==> config.mk <==
export PLATFORM = sky130hd
export DESIGN_NAME = sccb_cmd_master
export DESIGN_NICKNAME = d
export VERILOG_FILES = /design/src/rtl/sccb_pkg.sv /design/src/rtl/sccb_quarter_tick.sv /design/src/rtl/sccb_cmd_master.sv
export SDC_FILE = /design/constraint.sdc
export NUM_CORES = 1
export LEC_CHECK = 0
export ABC_AREA = 1
export CAP_MARGIN = 15
export CORE_MARGIN = 5
export CORE_UTILIZATION = 50
export DETAILED_ROUTE_END_ITERATION = 6
export GPL_ROUTABILITY_DRIVEN = 0
export PLACE_DENSITY_LB_ADDON = 0.05
export SLEW_MARGIN = 10
export SYNTH_ARGS = -nofsm -noshare
export SYNTH_HDL_FRONTEND = slang
export SYNTH_SLANG_ARGS = --single-unit
==> constraint.sdc <==
create_clock -name clk -period 1.55 [get_ports clk]
set_input_delay 0.31 -clock clk [delete_from_list [all_inputs] [get_ports clk]]
set_output_delay 0.31 -clock clk [all_outputs]
set_load 0.05 [all_outputs]
==> src/rtl/sccb_pkg.sv <==
// Shared types and constants for the SCCB command master.
package sccb_pkg;

  typedef enum logic [3:0] {
    ST_IDLE,
    ST_START,
    ST_TX_BYTE,
    ST_TX_NINTH,
    ST_RX_BYTE,
    ST_RX_NINTH,
    ST_STOP,
    ST_FREE,
    ST_DONE
  } state_t;

  typedef enum logic [1:0] {
    Q0,
    Q1,
    Q2,
    Q3
  } quarter_t;

  localparam logic SCCB_WR = 1'b0;
  localparam logic SCCB_RD = 1'b1;

  localparam int unsigned START_Q = 2;
  localparam int unsigned STOP_Q  = 4;
  localparam int unsigned FREE_Q  = 4;

endpackage

==> src/rtl/sccb_quarter_tick.sv <==
// Quarter-bit timebase: one-cycle tick every QDIV enabled cycles, restartable.
module sccb_quarter_tick #(
  parameter int unsigned QDIV = 2
) (
  input  logic clk,
  input  logic reset_n,
  input  logic en,
  input  logic restart,
  output logic tick
);

  localparam int unsigned W = $clog2(QDIV);

  logic [W-1:0] cnt_q, cnt_d;

  assign tick = en && (cnt_q == W'(QDIV - 1));

  always_comb begin
    cnt_d = cnt_q;
    if (restart)   cnt_d = '0;
    else if (tick) cnt_d = '0;
    else if (en)   cnt_d = cnt_q + W'(1);
  end

  always_ff @(posedge clk or negedge reset_n) begin
    if (!reset_n) cnt_q <= '0;
    else          cnt_q <= cnt_d;
  end

endmodule

==> src/rtl/sccb_cmd_master.sv <==
// SCCB bus master: one write or read register command per valid/ready handshake.
module sccb_cmd_master
  import sccb_pkg::*;
#(
  parameter int unsigned CLK_FREQ_HZ = 100_000_000,
  parameter int unsigned SCL_FREQ_HZ = 100_000,
  parameter logic [6:0]  DEV_ADDR    = 7'h21,
  parameter int unsigned ADDR_BYTES  = 1,
  parameter bit          READ_EN     = 1'b1
) (
  input  logic                    clk,
  input  logic                    reset_n,
  input  logic                    cmd_valid,
  output logic                    cmd_ready,
  input  logic                    cmd_rw,
  input  logic [8*ADDR_BYTES-1:0] cmd_addr,
  input  logic [7:0]              cmd_wdata,
  output logic                    rsp_valid,
  output logic [7:0]              rsp_rdata,
  output logic                    rsp_nack,
  output logic                    busy,
  output logic                    scl,
  output logic                    sda_oe,
  input  logic                    sda_i
);

  localparam int unsigned QDIV = CLK_FREQ_HZ / (4 * SCL_FREQ_HZ);

  if (QDIV < 2) begin : g_qdiv_chk
    $error("sccb_cmd_master: QDIV must be at least 2");
  end
  if (ADDR_BYTES < 1 || ADDR_BYTES > 2) begin : g_ab_chk
    $error("sccb_cmd_master: ADDR_BYTES must be 1 or 2");
  end

  state_t                  state_q, state_d;
  quarter_t                qtr_q, qtr_d;
  logic [3:0]              bitcnt_q, bitcnt_d;
  logic [1:0]              bytecnt_q, bytecnt_d;
  logic                    phase2_q, phase2_d;
  logic                    nack_q, nack_d;
  logic [7:0]              rxsh_q, rxsh_d;
  logic [7:0]              rdata_q, rdata_d;
  logic                    rw_q, rw_d;
  logic [8*ADDR_BYTES-1:0] addr_q, addr_d;
  logic [7:0]              wdata_q, wdata_d;

  logic       tick;
  logic       accept;
  logic [7:0] cur_byte;
  logic [2:0] bitsel;
  logic [1:0] last_byte;

  assign cmd_ready = (state_q == ST_IDLE);
  assign busy      = !cmd_ready;
  assign rsp_valid = (state_q == ST_DONE);
  assign rsp_nack  = nack_q;
  assign rsp_rdata = rdata_q;
  assign accept    = cmd_valid && cmd_ready;
  assign bitsel    = 3'(4'd7 - bitcnt_q);
  assign last_byte = (rw_q == SCCB_RD) ? 2'(ADDR_BYTES) : 2'(ADDR_BYTES + 1);

  sccb_quarter_tick #(.QDIV(QDIV)) u_tick (
    .clk     (clk),
    .reset_n (reset_n),
    .en      (busy),
    .restart (accept),
    .tick    (tick)
  );

  // Byte 0 is the device ID; the second phase of a read sends only that byte.
  always_comb begin
    cur_byte = wdata_q;
    if (phase2_q || bytecnt_q == 2'd0) begin
      cur_byte = {DEV_ADDR, phase2_q};
    end else begin
      for (int unsigned i = 0; i < ADDR_BYTES; i++) begin
        if (bytecnt_q == 2'(i + 1)) cur_byte = addr_q[8*(ADDR_BYTES-1-i) +: 8];
      end
    end
  end

  always_comb begin
    state_d   = state_q;
    qtr_d     = qtr_q;
    bitcnt_d  = bitcnt_q;
    bytecnt_d = bytecnt_q;
    phase2_d  = phase2_q;
    nack_d    = nack_q;
    rxsh_d    = rxsh_q;
    rdata_d   = rdata_q;
    rw_d      = rw_q;
    addr_d    = addr_q;
    wdata_d   = wdata_q;
    scl       = 1'b1;
    sda_oe    = 1'b0;
    if (tick) qtr_d = quarter_t'(qtr_q + 2'd1);

    unique case (state_q)
      ST_IDLE: begin
        if (cmd_valid) begin
          rw_d      = cmd_rw;
          addr_d    = cmd_addr;
          wdata_d   = cmd_wdata;
          qtr_d     = Q0;
          bitcnt_d  = '0;
          bytecnt_d = '0;
          phase2_d  = 1'b0;
          nack_d    = 1'b0;
          if (cmd_rw == SCCB_RD && !READ_EN) begin
            nack_d  = 1'b1;
            state_d = ST_DONE;
          end else begin
            state_d = ST_START;
          end
        end
      end
      ST_START: begin
        sda_oe = 1'b1;
        if (tick && qtr_q == quarter_t'(2'(START_Q - 1))) begin
          qtr_d   = Q0;
          state_d = ST_TX_BYTE;
        end
      end
      ST_TX_BYTE: begin
        scl    = qtr_q[1];
        sda_oe = !cur_byte[bitsel];
        if (tick && qtr_q == Q3) begin
          if (bitcnt_q == 4'd7) begin
            bitcnt_d = '0;
            state_d  = ST_TX_NINTH;
          end else begin
            bitcnt_d = bitcnt_q + 4'd1;
          end
        end
      end
      ST_TX_NINTH: begin
        scl = qtr_q[1];
        if (tick && qtr_q == Q2) nack_d = nack_q | sda_i;
        if (tick && qtr_q == Q3) begin
          if (phase2_q) begin
            state_d = ST_RX_BYTE;
          end else if (bytecnt_q == last_byte) begin
            state_d = ST_STOP;
          end else begin
            bytecnt_d = bytecnt_q + 2'd1;
            state_d   = ST_TX_BYTE;
          end
        end
      end
      ST_RX_BYTE: begin
        scl = qtr_q[1];
        if (tick && qtr_q == Q2) rxsh_d = {rxsh_q[6:0], sda_i};
        if (tick && qtr_q == Q3) begin
          if (bitcnt_q == 4'd7) begin
            bitcnt_d = '0;
            state_d  = ST_RX_NINTH;
          end else begin
            bitcnt_d = bitcnt_q + 4'd1;
          end
        end
      end
      ST_RX_NINTH: begin
        scl = qtr_q[1];
        if (tick && qtr_q == Q3) state_d = ST_STOP;
      end
      ST_STOP: begin
        scl    = qtr_q[1];
        sda_oe = (qtr_q != Q3);
        if (tick && qtr_q == quarter_t'(2'(STOP_Q - 1))) state_d = ST_FREE;
      end
      ST_FREE: begin
        if (tick && qtr_q == quarter_t'(2'(FREE_Q - 1))) begin
          if (rw_q == SCCB_RD && !phase2_q) begin
            phase2_d  = 1'b1;
            bytecnt_d = '0;
            state_d   = ST_START;
          end else begin
            if (phase2_q) rdata_d = rxsh_q;
            state_d = ST_DONE;
          end
        end
      end
      ST_DONE: state_d = ST_IDLE;
      default: state_d = ST_IDLE;
    endcase
  end

  always_ff @(posedge clk or negedge reset_n) begin
    if (!reset_n) begin
      state_q   <= ST_IDLE;
      qtr_q     <= Q0;
      bitcnt_q  <= '0;
      bytecnt_q <= '0;
      phase2_q  <= 1'b0;
      nack_q    <= 1'b0;
      rxsh_q    <= '0;
      rdata_q   <= '0;
      rw_q      <= 1'b0;
      addr_q    <= '0;
      wdata_q   <= '0;
    end else begin
      state_q   <= state_d;
      qtr_q     <= qtr_d;
      bitcnt_q  <= bitcnt_d;
      bytecnt_q <= bytecnt_d;
      phase2_q  <= phase2_d;
      nack_q    <= nack_d;
      rxsh_q    <= rxsh_d;
      rdata_q   <= rdata_d;
      rw_q      <= rw_d;
      addr_q    <= addr_d;
      wdata_q   <= wdata_d;
    end
  end

endmodule

==> results of run 1 <==
repair_timing:
action,4_1_cts,5_1_grt
pin swaps,16,38
hold buffers,1,0
setup endpoints to repair,32,49
buffers inserted,14,15
cloned,2,1
resized for setup,57,74
endpoints found under the hold margin,14,0
layout make-up:
cell class	instances	area [um2]	area share, %
flip-flops and latches	55	1380	29.4
clock buffers	5	68.8	1.46
multi-input cells	270	1800	38.3
well taps	75	93.8	2.00
repair buffers	106	1140	24.2
inverters	47	189	4.02
clock inverters	3	27.5	0.585
cells in the mapped netlist (4+ instances only):
library cell  count  area [um2]
nor2_1           24        90.1
o22ai_1           4        25.0
xor2_1            4        35.0
nand4_1           5        31.3
o21ai_0          12        60.1
o21ai_1          11        55.1
o21ai_2           7        61.3
inv_1            39         146
a21oi_1           5        25.0
nand3_1          24         120
nand2_1         136         510
ha_1              8         100
dfrtp_1          55        1380
inv_2             8        30.0
nor2_2            5        31.3
nor2_4            6        67.6
worst max path at each step:
stage / endpoint / cells past startpoint / slack, ns
finish: sda_oe / 12 / -0.63
global route: sda_oe / 13 / -0.76
CTS: sda_oe / 13 / -0.54
detailed placement: sda_oe / 13 / -0.25
global placement: sda_oe / 13 / -0.19
floorplan: rsp_valid / 3 / -0.13
critical path, stage by stage, from the launching register on:
cell     delay, ns
dfrtp_1       0.41
inv_2         0.12
ha_4          0.21
buf_6         0.13
nand2_1       0.06
nand2_1       0.08
nand2_1       0.05
nand3_1       0.07
nand2_1       0.05
nand2_1       0.08
nand2_2       0.08
nand2_4       0.07
buf_12        0.13
cells by family after synthesis:
family                     count (synthesis)
adders and majority gates                  8
and+or+nand+nor                          209
xor gates and xnor gates                   6
AOI/OAI and AO/OA                         45
DFF                                       55
buffers and inverters                     53
report_power, final:
part / switching [mW] / internal (mW) / total (mW)
Clock: 0.548 / 0.337 / 0.885
Sequential: 0.310 / 1.78 / 2.09
Combinational: 2.47 / 2.01 / 4.48
Total: 3.33 / 4.13 / 7.46
per-stage QoR:
| step | util [%] | std cells | hold slack [ns] |
|---|---|---|---|
| floorplan | - | 376 | 0.0144 |
| global placement | 66.1 | 521 | 0.270 |
| detailed placement | 66.1 | 521 | 0.276 |
| CTS | 73.6 | 546 | 0.464 |
| global route | 80.4 | 561 | 0.477 |
| finish | 80.4 | 561 | 0.440 |
state kept, by name, summed over array words and instances, names as in the netlist:
register,cells
wdata_q,8
phase2_q,1
rsp_nack,1
state_q,4
rw_q,1
bytecnt_q,2
bitcnt_q,4
u_tick.cnt_q,8
qtr_q,2
addr_q,8
rxsh_q,8
rsp_rdata,8
layer usage:
layer	vias up	share of wire, %	track usage [%]
met5	-	0	0
met4	0	3.1	5.44
met3	30	4.4	3.88
met2	86	51	37.2
met1	1470	41	27.9
li1	1410	-	-
==> impl_metrics.json, run 1 <==
{
  "status": "finished, violations left",
  "failed_checks": "negative setup slack",
  "antenna_found_initial": 0,
  "first_pass_iters": 4,
  "antennaDiodeCount": 0,
  "finalCriticalPeriod_ns": 2.18,
  "drtAntennaViolNets": 0,
  "dieArea_um2": 7600,
  "synth_top_family_by_area": "simple AND/OR/NAND/NOR gates",
  "hold_viol": 0,
  "synth-edff-count": 0,
  "critPathArrivalTime_ns": 1.87,
  "cts_sinks": 55,
  "vias": 2996,
  "io_pins": 35,
  "finalSetupViolCount": 36,
  "seq_area_frac_synth_pct": 46.2,
  "die_h_um": 87.2,
  "core_um2": 5850,
  "wl_per_cell_um": 16.5,
  "reg2reg_from": "state_q[1]",
  "yosys_warnings": 0,
  "ys.flop_type": "dfrtp_1",
  "drv_cap": 0,
  "place_ws_ns": -0.250,
  "final_cell_mix": "104 x nand2_1, 51 x dfrtp_1, 47 x buf_4",
  "fillers": 320,
  "finalPower_mw": 7.46,
  "clock_path_buffers": 2,
  "synthAdderAreaFrac_pct": 3.36,
  "die_x_um": 87.2,
  "cp_data_required_time_ns": 1.24,
  "end_kind": "primary output",
  "drt-total-wl_mm": 9.27,
  "cts_root_buf": "clkbuf_8",
  "mostFrequentLayoutCell": "nand2_1",
  "async_flop_share_pct": 100,
  "drc": 0,
  "synth_cells": 376,
  "gr-total-overflow": 0,
  "power_density_nw_per_um2": 1590,
  "synth.net_count": 405,
  "areaGrowthSynthToFinish_pct": 57.8,
  "worst_pin_slew_ns": 0.434,
  "worst_slack_ns": -0.629,
  "place_hpwl_mm": 5.06,
  "postSynthAreaPerCell_um2": 7.93,
  "reg2reg_depth": 10,
  "synthMuxAreaShare_pct": 0,
  "drtIter0Drc": 199,
  "synth-compound-area-share_pct": 9.24,
  "htree_num_levels": 2,
  "slew_headroom_pct": 71.1,
  "p_leak_nw": 2.17,
  "worst_ir_drop_vdd_mv": 1.04,
  "grt_pass1_vias": 2873,
  "insertion_delay_ns": 0.32,
  "hold_class": "input port to async pin",
  "max_freq_mhz": 459,
  "crit_fanout": 6,
  "synthXorXnorAreaFrac_pct": 1.76,
  "fin_nets": 514,
  "cts.clk_slew.worst_paths_ns": 0.11,
  "rsz0062_at_grt": "true",
  "cp-start-kind": "flip-flop",
  "grt_max_degree": 27,
  "place_area_um2": 3870,
  "cts_buffers": 5,
  "worstSetupStartpoint": "bytecnt_q[1]",
  "min_period_over_period_pct": 141,
  "syn_area_um2": 2980,
  "finalSetupTns_ns": -4.39,
  "synth_seq_cells": 55,
  "grt_pass1_wl_mm": 13.0,
  "cts_tree": "done",
  "num_rows": 28,
  "synth_cell_type_count": 30,
  "drive_gt1_share_pct": 41.8,
  "synthSimpleGateAreaFrac_pct": 32.2,
  "initial_core_util_pct": 50.9,
  "fin_area_um2": 4700,
  "crit_type": "flip-flop to primary output",
  "r2r_end": "rxsh_q[0]",
  "via_per_inst": 5.34,
  "ff2ff_setup_slack_ns": -0.18,
  "grt.total_usage_pct": 21.5,
  "fin_skew_ns": 0.00571,
  "port_buffers": 34,
  "finalMaxSlewViolations": 0
}
No activity file was read; power rests on OpenSTA's default activity.
==> run 2, diff against run 1 <==
TNS_END_PERCENT = 100   (was default)
==> results of run 2 <==
Same layout as run 1: the final DEF is identical, and so are final timing and power.
==> run 3, diff against run 2 <==
CELL_PAD_IN_SITES_DETAIL_PLACEMENT = 0   (was default)
CELL_PAD_IN_SITES_GLOBAL_PLACEMENT = 1   (was default)
CORE_MARGIN = 2   (was 5)
CORE_UTILIZATION = 37   (was 50)
==> impl_metrics.json, run 3 (synthesis results as in run 1) <==
{
  "status": "finished, violations left",
  "failed_checks": "negative setup slack",
  "rsz0062_at_grt": "true",
  "drv_cap": 0,
  "p_leak_nw": 2.30,
  "insertion_delay_ns": 0.32,
  "min_period_over_period_pct": 136,
  "cts_buffers": 5,
  "multiInputGateArea_um2": 1850,
  "worst_ir_drop_vdd_mv": 1.09,
  "finalSetupTns_ns": -6.13,
  "hold_path_depth": 2,
  "reg2reg_from": "state_q[1]",
  "max_freq_mhz": 473,
  "power_density_nw_per_um2": 1540,
  "slew_headroom_pct": 77.8,
  "place_area_um2": 4010,
  "via_per_inst": 4.74,
  "finalNonFillerCells": 604,
  "num_rows": 32,
  "finalPower_mw": 7.69,
  "hold_viol": 0,
  "reg2reg_depth": 11,
  "min-delay-start": "addr_q[6]",
  "fin_area_um2": 4990,
  "fin_nets": 530,
  "port_buffers": 34,
  "antenna_found_initial": 0,
  "grt.total_usage_pct": 19.4,
  "fillers": 651,
  "grt_pass1_vias": 2906,
  "antennaDiodeCount": 0,
  "dieArea_um2": 8790,
  "drt-total-wl_mm": 8.51,
  "dp_cells": 562,
  "finalCriticalPeriod_ns": 2.11,
  "fin_skew_ns": 0.00695,
  "seq_area_um2": 1380,
  "cts_tree": "done",
  "drive_gt1_share_pct": 47.2,
  "place_hpwl_mm": 5.25,
  "grt_max_degree": 56,
  "critPathArrivalTime_ns": 1.80,
  "cts.clk_slew.worst_paths_ns": 0.10,
  "die_x_um": 93.8,
  "drtAntennaViolNets": 0,
  "areaGrowthSynthToFinish_pct": 67.5,
  "wl_per_cell_um": 14.1,
  "worst_slack_ns": -0.564,
  "r2r_end": "rxsh_q[3]",
  "cts_root_buf": "clkbuf_8",
  "cp-start-kind": "flip-flop",
  "ff2ff_setup_slack_ns": -0.17,
  "cp_data_required_time_ns": 1.24,
  "clock_path_buffers": 2,
  "final_cell_mix": "100 x nand2_1, 56 x buf_4, 52 x dfrtp_1",
  "finalMaxSlewViolations": 0,
  "crit_type": "flip-flop to primary output",
  "drc": 0,
  "gr-total-overflow": 0,
  "first_pass_iters": 4,
  "end_kind": "primary output",
  "mostFrequentLayoutCell": "nand2_1",
  "core_um2": 7770,
  "finalSetupViolCount": 55,
  "drtIter0Drc": 107,
  "htree_num_levels": 2,
  "hold_class": "flip-flop to flip-flop",
  "cts_sinks": 55,
  "vias": 2862,
  "grt_pass1_wl_mm": 13.6,
  "worst_pin_slew_ns": 0.330,
  "crit_fanout": 6,
  "min_to": "addr_q[6]",
  "io_pins": 35,
  "die_h_um": 93.8,
  "initial_core_util_pct": 38.4
}
## run 3: repair_timing
item / CTS / global route
hold buffers: 1 / 0
setup buffers: 21 / 14
pin swaps: 31 / 28
cloned: 2 / 1
endpoints found under the setup margin: 32 / 59
hold endpoints to repair: 28 / 0
resized for setup: 78 / 81
## run 3: worst max-delay path: stages, from the launching register on
cell,delay [ns]
dfrtp_1,0.40
inv_2,0.12
ha_4,0.19
inv_2,0.07
nand2_1,0.07
nand3_2,0.07
nand3_1,0.09
nand2_1,0.05
inv_1,0.06
nand2_1,0.05
nand2_1,0.07
nand2_2,0.07
nand2_4,0.07
buf_12,0.13
## run 3: worst max path at each step
stage	endpoint	slack (ns)	from	cells after the start
3_5_place_dp	sda_oe	-0.25	bytecnt_q[1]	13
6_report	sda_oe	-0.56	bytecnt_q[1]	13
4_1_cts	sda_oe	-0.54	bytecnt_q[1]	13
3_3_place_gp	sda_oe	-0.22	bytecnt_q[1]	13
5_1_grt	sda_oe	-0.68	bytecnt_q[1]	13
2_1_floorplan	rsp_valid	-0.13	state_q[0]	3
## run 3: routing by layer
| metal | wire, um | track usage (%) |
|---|---|---|
| met3 | 234 | 2.97 |
| met2 | 4280 | 32.5 |
| met1 | 3880 | 26.2 |
| met5 | 0 | 0 |
| met4 | 112 | 5.19 |
## run 3: report_power, final
group          switching, mW  internal (mW)  total [mW]
clock                  0.509          0.488       0.996
sequential             0.279           1.78        2.06
combinational           2.45           2.19        4.63
## run 3: cell type report
| type | count | share of cell area, % |
|---|---|---|
| multi-input combinational | 270 | 37.2 |
| sequential | 55 | 27.7 |
| timing repair buffer | 122 | 26.3 |
| inverter | 47 | 3.99 |
| tap | 102 | 2.56 |
| clock buffer | 5 | 1.38 |
| clock inverter | 3 | 0.928 |
## run 3: stage by stage
step	worst slack (ns)	hold WS [ns]	util, %
4_1_cts	-0.540	0.490	59.1
3_5_place_dp	-0.252	0.336	51.6
3_3_place_gp	-0.223	0.339	51.6
5_1_grt	-0.677	0.510	64.3
2_1_floorplan	-0.132	0.0144	-
6_report	-0.564	0.482	64.3
